$ cat config.mk
export PLATFORM = sky130hd
export DESIGN_NAME = timer_sequencer
export DESIGN_NICKNAME = d
export VERILOG_FILES = /design/src/rtl/timer_sequencer.sv
export SDC_FILE = /design/constraint.sdc
export NUM_CORES = 1
export LEC_CHECK = 0
export BUFFER_PORTS_ARGS = -buffer_cell sky130_fd_sc_hd__buf_2
export CAP_MARGIN = 20
export CORE_MARGIN = 4
export CORE_UTILIZATION = 45
export DETAILED_ROUTE_END_ITERATION = 10
export GPL_TIMING_DRIVEN = 0
export PLACE_DENSITY_LB_ADDON = 0.1
export SYNTH_ARGS = -nofsm -noshare
export SYNTH_HDL_FRONTEND = slang
export SYNTH_SLANG_ARGS = --single-unit
$ cat constraint.sdc
create_clock -name s_axi_aclk -period 3.8 [get_ports s_axi_aclk]
set_input_delay 0.19 -clock s_axi_aclk [delete_from_list [all_inputs] [get_ports s_axi_aclk]]
set_output_delay 0.19 -clock s_axi_aclk [all_outputs]
set_load 0.005 [all_outputs]
$ cat src/rtl/timer_sequencer.sv
// timer_sequencer: AXI4-Lite master that configures, runs and stops
// a timer peripheral, polling its event count until a target is hit.
module timer_sequencer #(
  parameter logic [31:0] BASE_ADDR = 32'h0000_0000,
  parameter int unsigned POLL_GAP  = 16
) (
  input  logic        s_axi_aclk,
  input  logic        s_axi_areset,
  input  logic        start,
  input  logic        abort,
  input  logic [31:0] cfg_pre,
  input  logic [31:0] cfg_are,
  input  logic        cfg_mode,
  input  logic [31:0] cfg_target,
  output logic        busy,
  output logic        done,
  output logic        error,
  output logic [31:0] m_axi_awaddr,
  output logic        m_axi_awvalid,
  input  logic        m_axi_awready,
  output logic [31:0] m_axi_wdata,
  output logic [3:0]  m_axi_wstrb,
  output logic        m_axi_wvalid,
  input  logic        m_axi_wready,
  input  logic [1:0]  m_axi_bresp,
  input  logic        m_axi_bvalid,
  output logic        m_axi_bready,
  output logic [31:0] m_axi_araddr,
  output logic        m_axi_arvalid,
  input  logic        m_axi_arready,
  input  logic [31:0] m_axi_rdata,
  input  logic [1:0]  m_axi_rresp,
  input  logic        m_axi_rvalid,
  output logic        m_axi_rready
);

  localparam logic [31:0] OFF_PRE = 32'h00;
  localparam logic [31:0] OFF_ARE = 32'h04;
  localparam logic [31:0] OFF_CLR = 32'h08;
  localparam logic [31:0] OFF_ENA = 32'h0C;
  localparam logic [31:0] OFF_MOD = 32'h10;
  localparam logic [31:0] OFF_EVN = 32'h18;
  localparam logic [31:0] OFF_EVC = 32'h1C;
  localparam logic [1:0]  RESP_OKAY = 2'b00;

  typedef enum logic [3:0] {
    S_IDLE,
    S_W_ENA0,
    S_W_PRE,
    S_W_ARE,
    S_W_MOD,
    S_W_CLR,
    S_W_EVC,
    S_W_ENA1,
    S_POLL_WAIT,
    S_POLL_RD,
    S_W_STOP
  } state_t;

  state_t      state_q, state_d;
  logic [31:0] pre_q, pre_d;
  logic [31:0] are_q, are_d;
  logic        mode_q, mode_d;
  logic [31:0] target_q, target_d;
  logic [31:0] cnt_q, cnt_d;
  logic [31:0] awaddr_q, awaddr_d;
  logic [31:0] wdata_q, wdata_d;
  logic [31:0] araddr_q, araddr_d;
  logic        awvalid_q, awvalid_d;
  logic        wvalid_q, wvalid_d;
  logic        bready_q, bready_d;
  logic        arvalid_q, arvalid_d;
  logic        rready_q, rready_d;
  logic        busy_q, busy_d;
  logic        done_q, done_d;
  logic        error_q, error_d;

  // Register offset targeted by each write state.
  function automatic logic [31:0] reg_off(state_t s);
    logic [31:0] o;
    o = OFF_ENA;
    unique case (s)
      S_W_PRE: o = OFF_PRE;
      S_W_ARE: o = OFF_ARE;
      S_W_MOD: o = OFF_MOD;
      S_W_CLR: o = OFF_CLR;
      S_W_EVC: o = OFF_EVC;
      default: o = OFF_ENA;
    endcase
    return o;
  endfunction

  // Successor of each write state in the programming sequence.
  function automatic state_t next_wr(state_t s);
    state_t n;
    n = S_W_STOP;
    unique case (s)
      S_W_ENA0: n = S_W_PRE;
      S_W_PRE:  n = S_W_ARE;
      S_W_ARE:  n = S_W_MOD;
      S_W_MOD:  n = S_W_CLR;
      S_W_CLR:  n = S_W_EVC;
      S_W_EVC:  n = S_W_ENA1;
      S_W_ENA1: n = S_POLL_WAIT;
      default:  n = S_W_STOP;
    endcase
    return n;
  endfunction

  // Next-state, handshake and state-entry output logic.
  always_comb begin
    state_d   = state_q;
    pre_d     = pre_q;
    are_d     = are_q;
    mode_d    = mode_q;
    target_d  = target_q;
    cnt_d     = cnt_q;
    awaddr_d  = awaddr_q;
    wdata_d   = wdata_q;
    araddr_d  = araddr_q;
    awvalid_d = awvalid_q;
    wvalid_d  = wvalid_q;
    bready_d  = bready_q;
    arvalid_d = arvalid_q;
    rready_d  = rready_q;
    error_d   = error_q;
    done_d    = 1'b0;

    unique case (state_q)
      S_IDLE: begin
        if (start) begin
          pre_d    = cfg_pre;
          are_d    = cfg_are;
          mode_d   = cfg_mode;
          target_d = cfg_target;
          error_d  = 1'b0;
          state_d  = S_W_ENA0;
        end
      end
      S_POLL_WAIT: begin
        if (abort) begin
          state_d = S_W_STOP;
        end else if (cnt_q <= 32'd1) begin
          state_d = S_POLL_RD;
        end else begin
          cnt_d = cnt_q - 32'd1;
        end
      end
      S_POLL_RD: begin
        if (arvalid_q && m_axi_arready) begin
          arvalid_d = 1'b0;
          rready_d  = 1'b1;
        end
        if (rready_q && m_axi_rvalid) begin
          rready_d = 1'b0;
          if (m_axi_rresp != RESP_OKAY) begin
            error_d = 1'b1;
            state_d = S_W_STOP;
          end else if (abort || m_axi_rdata >= target_q) begin
            state_d = S_W_STOP;
          end else begin
            state_d = S_POLL_WAIT;
          end
        end
      end
      default: begin
        if (awvalid_q && m_axi_awready) awvalid_d = 1'b0;
        if (wvalid_q && m_axi_wready) wvalid_d = 1'b0;
        if (!awvalid_d && !wvalid_d) bready_d = 1'b1;
        if (bready_q && m_axi_bvalid) begin
          bready_d = 1'b0;
          if (m_axi_bresp != RESP_OKAY) begin
            error_d = 1'b1;
            state_d = (state_q == S_W_STOP) ? S_IDLE : S_W_STOP;
          end else if (state_q == S_W_STOP) begin
            state_d = S_IDLE;
          end else if (abort) begin
            state_d = S_W_STOP;
          end else begin
            state_d = next_wr(state_q);
          end
        end
      end
    endcase

    if (state_d != state_q) begin
      unique case (state_d)
        S_IDLE: done_d = 1'b1;
        S_POLL_WAIT: cnt_d = 32'(POLL_GAP);
        S_POLL_RD: begin
          arvalid_d = 1'b1;
          araddr_d  = BASE_ADDR + OFF_EVN;
        end
        default: begin
          awvalid_d = 1'b1;
          wvalid_d  = 1'b1;
          awaddr_d  = BASE_ADDR + reg_off(state_d);
          unique case (state_d)
            S_W_PRE: wdata_d = pre_d;
            S_W_ARE: wdata_d = are_d;
            S_W_MOD: wdata_d = {31'd0, mode_d};
            S_W_CLR: wdata_d = 32'd1;
            S_W_EVC: wdata_d = 32'd1;
            S_W_ENA1: wdata_d = 32'd1;
            default: wdata_d = 32'd0;
          endcase
        end
      endcase
    end

    busy_d = (state_d != S_IDLE);
  end

  // State and registered outputs.
  always_ff @(posedge s_axi_aclk) begin
    if (s_axi_areset) begin
      state_q   <= S_IDLE;
      pre_q     <= '0;
      are_q     <= '0;
      mode_q    <= 1'b0;
      target_q  <= '0;
      cnt_q     <= '0;
      awaddr_q  <= '0;
      wdata_q   <= '0;
      araddr_q  <= '0;
      awvalid_q <= 1'b0;
      wvalid_q  <= 1'b0;
      bready_q  <= 1'b0;
      arvalid_q <= 1'b0;
      rready_q  <= 1'b0;
      busy_q    <= 1'b0;
      done_q    <= 1'b0;
      error_q   <= 1'b0;
    end else begin
      state_q   <= state_d;
      pre_q     <= pre_d;
      are_q     <= are_d;
      mode_q    <= mode_d;
      target_q  <= target_d;
      cnt_q     <= cnt_d;
      awaddr_q  <= awaddr_d;
      wdata_q   <= wdata_d;
      araddr_q  <= araddr_d;
      awvalid_q <= awvalid_d;
      wvalid_q  <= wvalid_d;
      bready_q  <= bready_d;
      arvalid_q <= arvalid_d;
      rready_q  <= rready_d;
      busy_q    <= busy_d;
      done_q    <= done_d;
      error_q   <= error_d;
    end
  end

  assign busy          = busy_q;
  assign done          = done_q;
  assign error         = error_q;
  assign m_axi_awaddr  = awaddr_q;
  assign m_axi_awvalid = awvalid_q;
  assign m_axi_wdata   = wdata_q;
  assign m_axi_wstrb   = 4'hF;
  assign m_axi_wvalid  = wvalid_q;
  assign m_axi_bready  = bready_q;
  assign m_axi_araddr  = araddr_q;
  assign m_axi_arvalid = arvalid_q;
  assign m_axi_rready  = rready_q;

endmodule
# After elaboration in Yosys (flattened, before gate mapping)
# Index checks and enable logic that the tools add are counted.
# op_classes
n_addsub	1
multipliers	0
div_mod_pow	0
magnitude_cmp	2
n_eq_ne	22
shifts	0
n_mux	51
bitwise_logic	4
n_reduce_logical	28
# op_table
operator	n
$mux W32	9
$pmux W32 S4	1
$mux W4	9
$eq A4 B3 Y1 const B	8
$ge A32 B32 Y1	1
$le A32 B1 Y1 const B	1
$sub A32 B1 Y32 const B	1
$pmux W4 S7	1
$mux W1	26
$pmux W5 S5	1
$eq A4 B4 Y1 const B	5
$eq A4 B2 Y1 const B	4
$pmux W4 S3	1
$reduce_and A2 Y1	5
$reduce_or A3 Y1	3
$logic_not A4 Y1	2
$reduce_bool A2 Y1	4
$logic_and A1 B1 Y1	6
$ne A2 B2 Y1 const B	3
$reduce_and A6 Y1	1
$reduce_bool A3 Y1	2
$eq A4 B1 Y1 const B	1
$mux W2	2
$ne A4 B4 Y1	1
other kinds (6)	10
# totals
register_bits	206
latch_bits	0
mem_bits_rw	0
rom_bits	0
in_bits	142
output_inout_bits	108
wordCells	125
memories	0

# Depth between registers and ports, before layout
# logic_depth
word_depth	11
mapped_depth	12
ltp_nobuf	9

# Worst setup path after synthesis
# OpenSTA, ideal clock, no wires.
# synth_timing
kind	register -> register
from	register cnt_q[12]
to	register wdata_q[10], in the netlist m_axi_wdata[10]
arrival_time_ns	2.802
slack_ns	0.872
stages_incl_launch_ff	11
path_buffers	3
period_less_slack_ns	2.928
cell_sequence	dfxtp_1 > or4_1 > buf_2 > or4_4 > nand3_2 > o211ai_4 > mux2_4 > o31a_1 > buf_6 > buf_2 > mux2i_1
# synth_between
elab_chain_cells	8
# synth_lines
item	line	source
from (decl)	65	logic [31:0] cnt_q, cnt_d;
from (signal assigned)	240	cnt_q <= cnt_d;
$le A32 B1 Y1 (*)	143	end else if (cnt_q <= 32'd1) begin
$mux W4 (*)	143	
$mux W4 (*)	141	if (abort) begin
$pmux W4 S3 (*)	129	unique case (state_q)
branches (longest 4 deep; another with $pmux W32 S4)	n/a	
to (signal assigned)	242	wdata_q <= wdata_d;
to (decl)	67	logic [31:0] wdata_q, wdata_d;
# Every way passes the cells marked *.
# A chain may end at the register's enable or synchronous reset.

# Worst setup path after layout
# layout_timing
from	register state_q[2]
to	register wdata_q[31], in the netlist m_axi_wdata[31]
# layout_between
elab_chain_cells	11
# layout_lines
item	line	source
from (decl)	60	state_t state_q, state_d;
from (signal assigned)	235	state_q <= state_d;
branches (longest 11 deep; another with $pmux W32 S4)	n/a	
# Parallel ways; which one is timed is not known.

==> impl_metrics.ini <==
[yosys]
synthArstFlopShare_pct = 0
synth_top_area_share_pct = 39.2
synth_edf_count = 0
synth_common_cells = nand2_1 (249), dfxtp_1 (177), a21oi_1 (123)
yosysWarnings = 0
ys_seq_area_share_pct = 39.2
synthTopCellsByArea = dfxtp_1 (39%), nand2_1 (10%), mux2i_1 (7.3%)
ys_ff_latch = 177
ys.flop_type = dfxtp_1
syn_avg_cell_area_sq_um = 8.09
synth_top_area_cell = dfxtp_1
synth.distinct_cells = 63
post-synth-top-count-cell = nand2_1
synth_area_sq_um = 9050
synth_cells = 1119

[die]
core_area_sq_um = 19600
die_y_microns = 150
initial_utilization_pct = 46.2
design.die.area_sq_um = 22400
boundaryPins = 250
rows = 51
die_w_microns = 150

[sta]
worst_pin_slew_ns = 0.860
slew_viol_final = 0
min_period_over_period_pct = 92.1
setup_viol = 0
post-route-worst-setup-slack_ns = 0.301
max_freq_mhz = 286
period_minus_slack_ns = 3.50
rsz0062_at_grt = no
fin_setup_tns_ns = 0
finalHoldViolations = 0
slew_headroom_pct = 42.6
fin_skew_ns = 0.0122
holdWs_ns = 0.0119

[power]
p_total_mw = 6.11
p_int_mw = 3.93
ir_drop_v = 0.000341
swShare_pct = 35.6
p_switching_mw = 2.17
power.share.sequential_pct = 36.4
leakage_nw = 5.24
p_per_area_nw_per_um2 = 515
p_clk_share_pct = 28.8
pwr-share-comb_pct = 34.8

[status]
status = finished, final reports clean

[route]
wirelength_microns = 25700
drt_iter0_markers = 478
drtAntennaViolNets = 0
drc = 0
firstDrtPassIters = 5
vias = 8575
routed_via_density = 4.94
wl_per_cell_microns = 14.8

[critical_path]
critPathArrivalTime_ns = 3.86
criticalPathCategory = reg2reg
r2r_start = state_q[2]$_SDFF_PP0_
end_kind = flop
crit_fanout = 10
rr_endpoint = m_axi_wdata[31]$_SDFFE_PP0P_
rrSetupSlack_ns = 0.30
r2r_cells = 9
cp-start-kind = flop
required_ns = 4.17
worst_setup_path_endpoint = m_axi_wdata[31]$_SDFFE_PP0P_
crit_start = state_q[2]$_SDFF_PP0_

[global_routing]
grt_overflow_total = 0
grt_max_degree = 17
antenna_found_initial = 3
grt_pass1_vias = 8281
grt_usage_pct = 22.6
grt_pass1_wl_microns = 40800

[placement]
dp_cells = 1631
dp_hpwl_microns = 19000
gp_congestion = 0.826
place_area_sq_um = 10500
io_buffer_count = 185
dp_slack_ns = 0.313

[final_layout]
drive_gt1_share_pct = 20.5
postLayoutCellArea_sq_um = 11900
fin_util_pct = 60.5
fill_cells = 1836
final_cells = 1736
synthToLayoutAreaGrowth_pct = 31.0
nets = 1633

[job]
drv_cap = 0

[cts]
cts_buffers = 17
clk_latency_ns = 0.44
cts.clk_slew.worst_paths_ns = 0.07
postCtsSetupRepairBufs = 0
clockBufferDepth = 2
clock_sinks = 177
cts_tree = yes
h-tree-depth = 4
clockRootBuffer = clkbuf_16

[min_path]
hold_class = in2reg
-- worst min-delay path by stage --
stage	startpoint	to	cells past startpoint
final	cfg_are[27]	are_q[27]$_SDFF_PP0_	3
after floorplan	cfg_are[0]	are_q[0]$_SDFF_PP0_	2
after detailed placement	cfg_pre[14]	pre_q[14]$_SDFF_PP0_	3
after global routing	cfg_pre[6]	pre_q[6]$_SDFF_PP0_	3
after CTS	cfg_are[31]	are_q[31]$_SDFF_PP0_	3
after global placement	cfg_pre[3]	pre_q[3]$_SDFF_PP0_	3
-- critical path, cell delays in order, from the launching register on --
cell,delay [ns]
dfxtp_1,0.31
clkbuf_1,0.19
or2_0,0.34
or4_1,0.63
nor4_1,0.40
o41a_1,0.34
o21bai_1,0.31
clkbuf_1,0.37
a2111o_1,0.43
mux2i_1,0.12
-- cells in the final DEF, fill, tap and decap left out, types with 42 or more instances in the layout --
master / Yosys / final
dfxtp_1: 177 / 177
clkbuf_1: 55 / 56
a21oi_1: 123 / 123
nor2_1: 88 / 88
dlygate4sd3_1: 0 / 72
buf_4: 67 / 68
buf_2: 5 / 190
nand2_1: 249 / 249
inv_1: 42 / 42
mux2i_1: 66 / 66
conb_1: 2 / 63
-- area by class of cell --
type                            instances  area (sq um)  area share, %
Multi-Input combinational cell        829          4820           40.6
Sequential cell                       177          3540           29.9
Timing Repair Buffer                  258          1650           14.0
Buffer                                131           757           6.38
Clock buffer                           21           470           3.97
Tap cell                              265           332           2.80
Inverter                               43           161           1.36
Clock inverter                         11           119           1.00
Antenna cell                            1          2.50         0.0211
-- registers in the layout, indices dropped and copies added (netlist names) --
register	count
are_q	32
cnt_q	32
m_axi_wdata	32
pre_q	32
target_q	32
state_q	4
m_axi_awaddr	3
busy	1
done	1
error	1
m_axi_araddr	1
m_axi_arvalid	1
m_axi_awvalid	1
m_axi_bready	1
m_axi_rready	1
m_axi_wvalid	1
mode_q	1
-- power by group through the flow --
stage	Combinational, mW	Clock [mW]	Sequential, mW
floorplan	1.45	0	2.24
global placement	2.04	0	2.26
detailed placement	2.06	0	2.26
CTS	2.12	1.79	2.22
global route	2.33	1.86	2.25
finish	2.12	1.76	2.22
-- cell families after synthesis --
group                    after synthesis  synth area share (%)
buffers and inverters                174                  10.1
XOR/XNOR                              29                  2.81
flip-flops                           177                  39.2
AND/OR/NAND/NOR                      428                  20.4
AO/OA/AOI/OAI                        208                  15.2
adder cells (fa/ha/maj)               34                  4.70
other                                  2                0.0830
multiplexers                          67                  7.47
-- routing by layer --
metal | global-route usage [%] | wire length, microns
met2 | 38.3 | 11900
met3 | 6.36 | 2050
met4 | 5.49 | 348
met1 | 28.5 | 11400
met5 | 0 | 27
-- what timing repair did --
item	CTS	global route
hold endpoints to repair	72	0
resized for setup	0	0
hold buffers	72	0
Power figures use the tool's default switching activity.
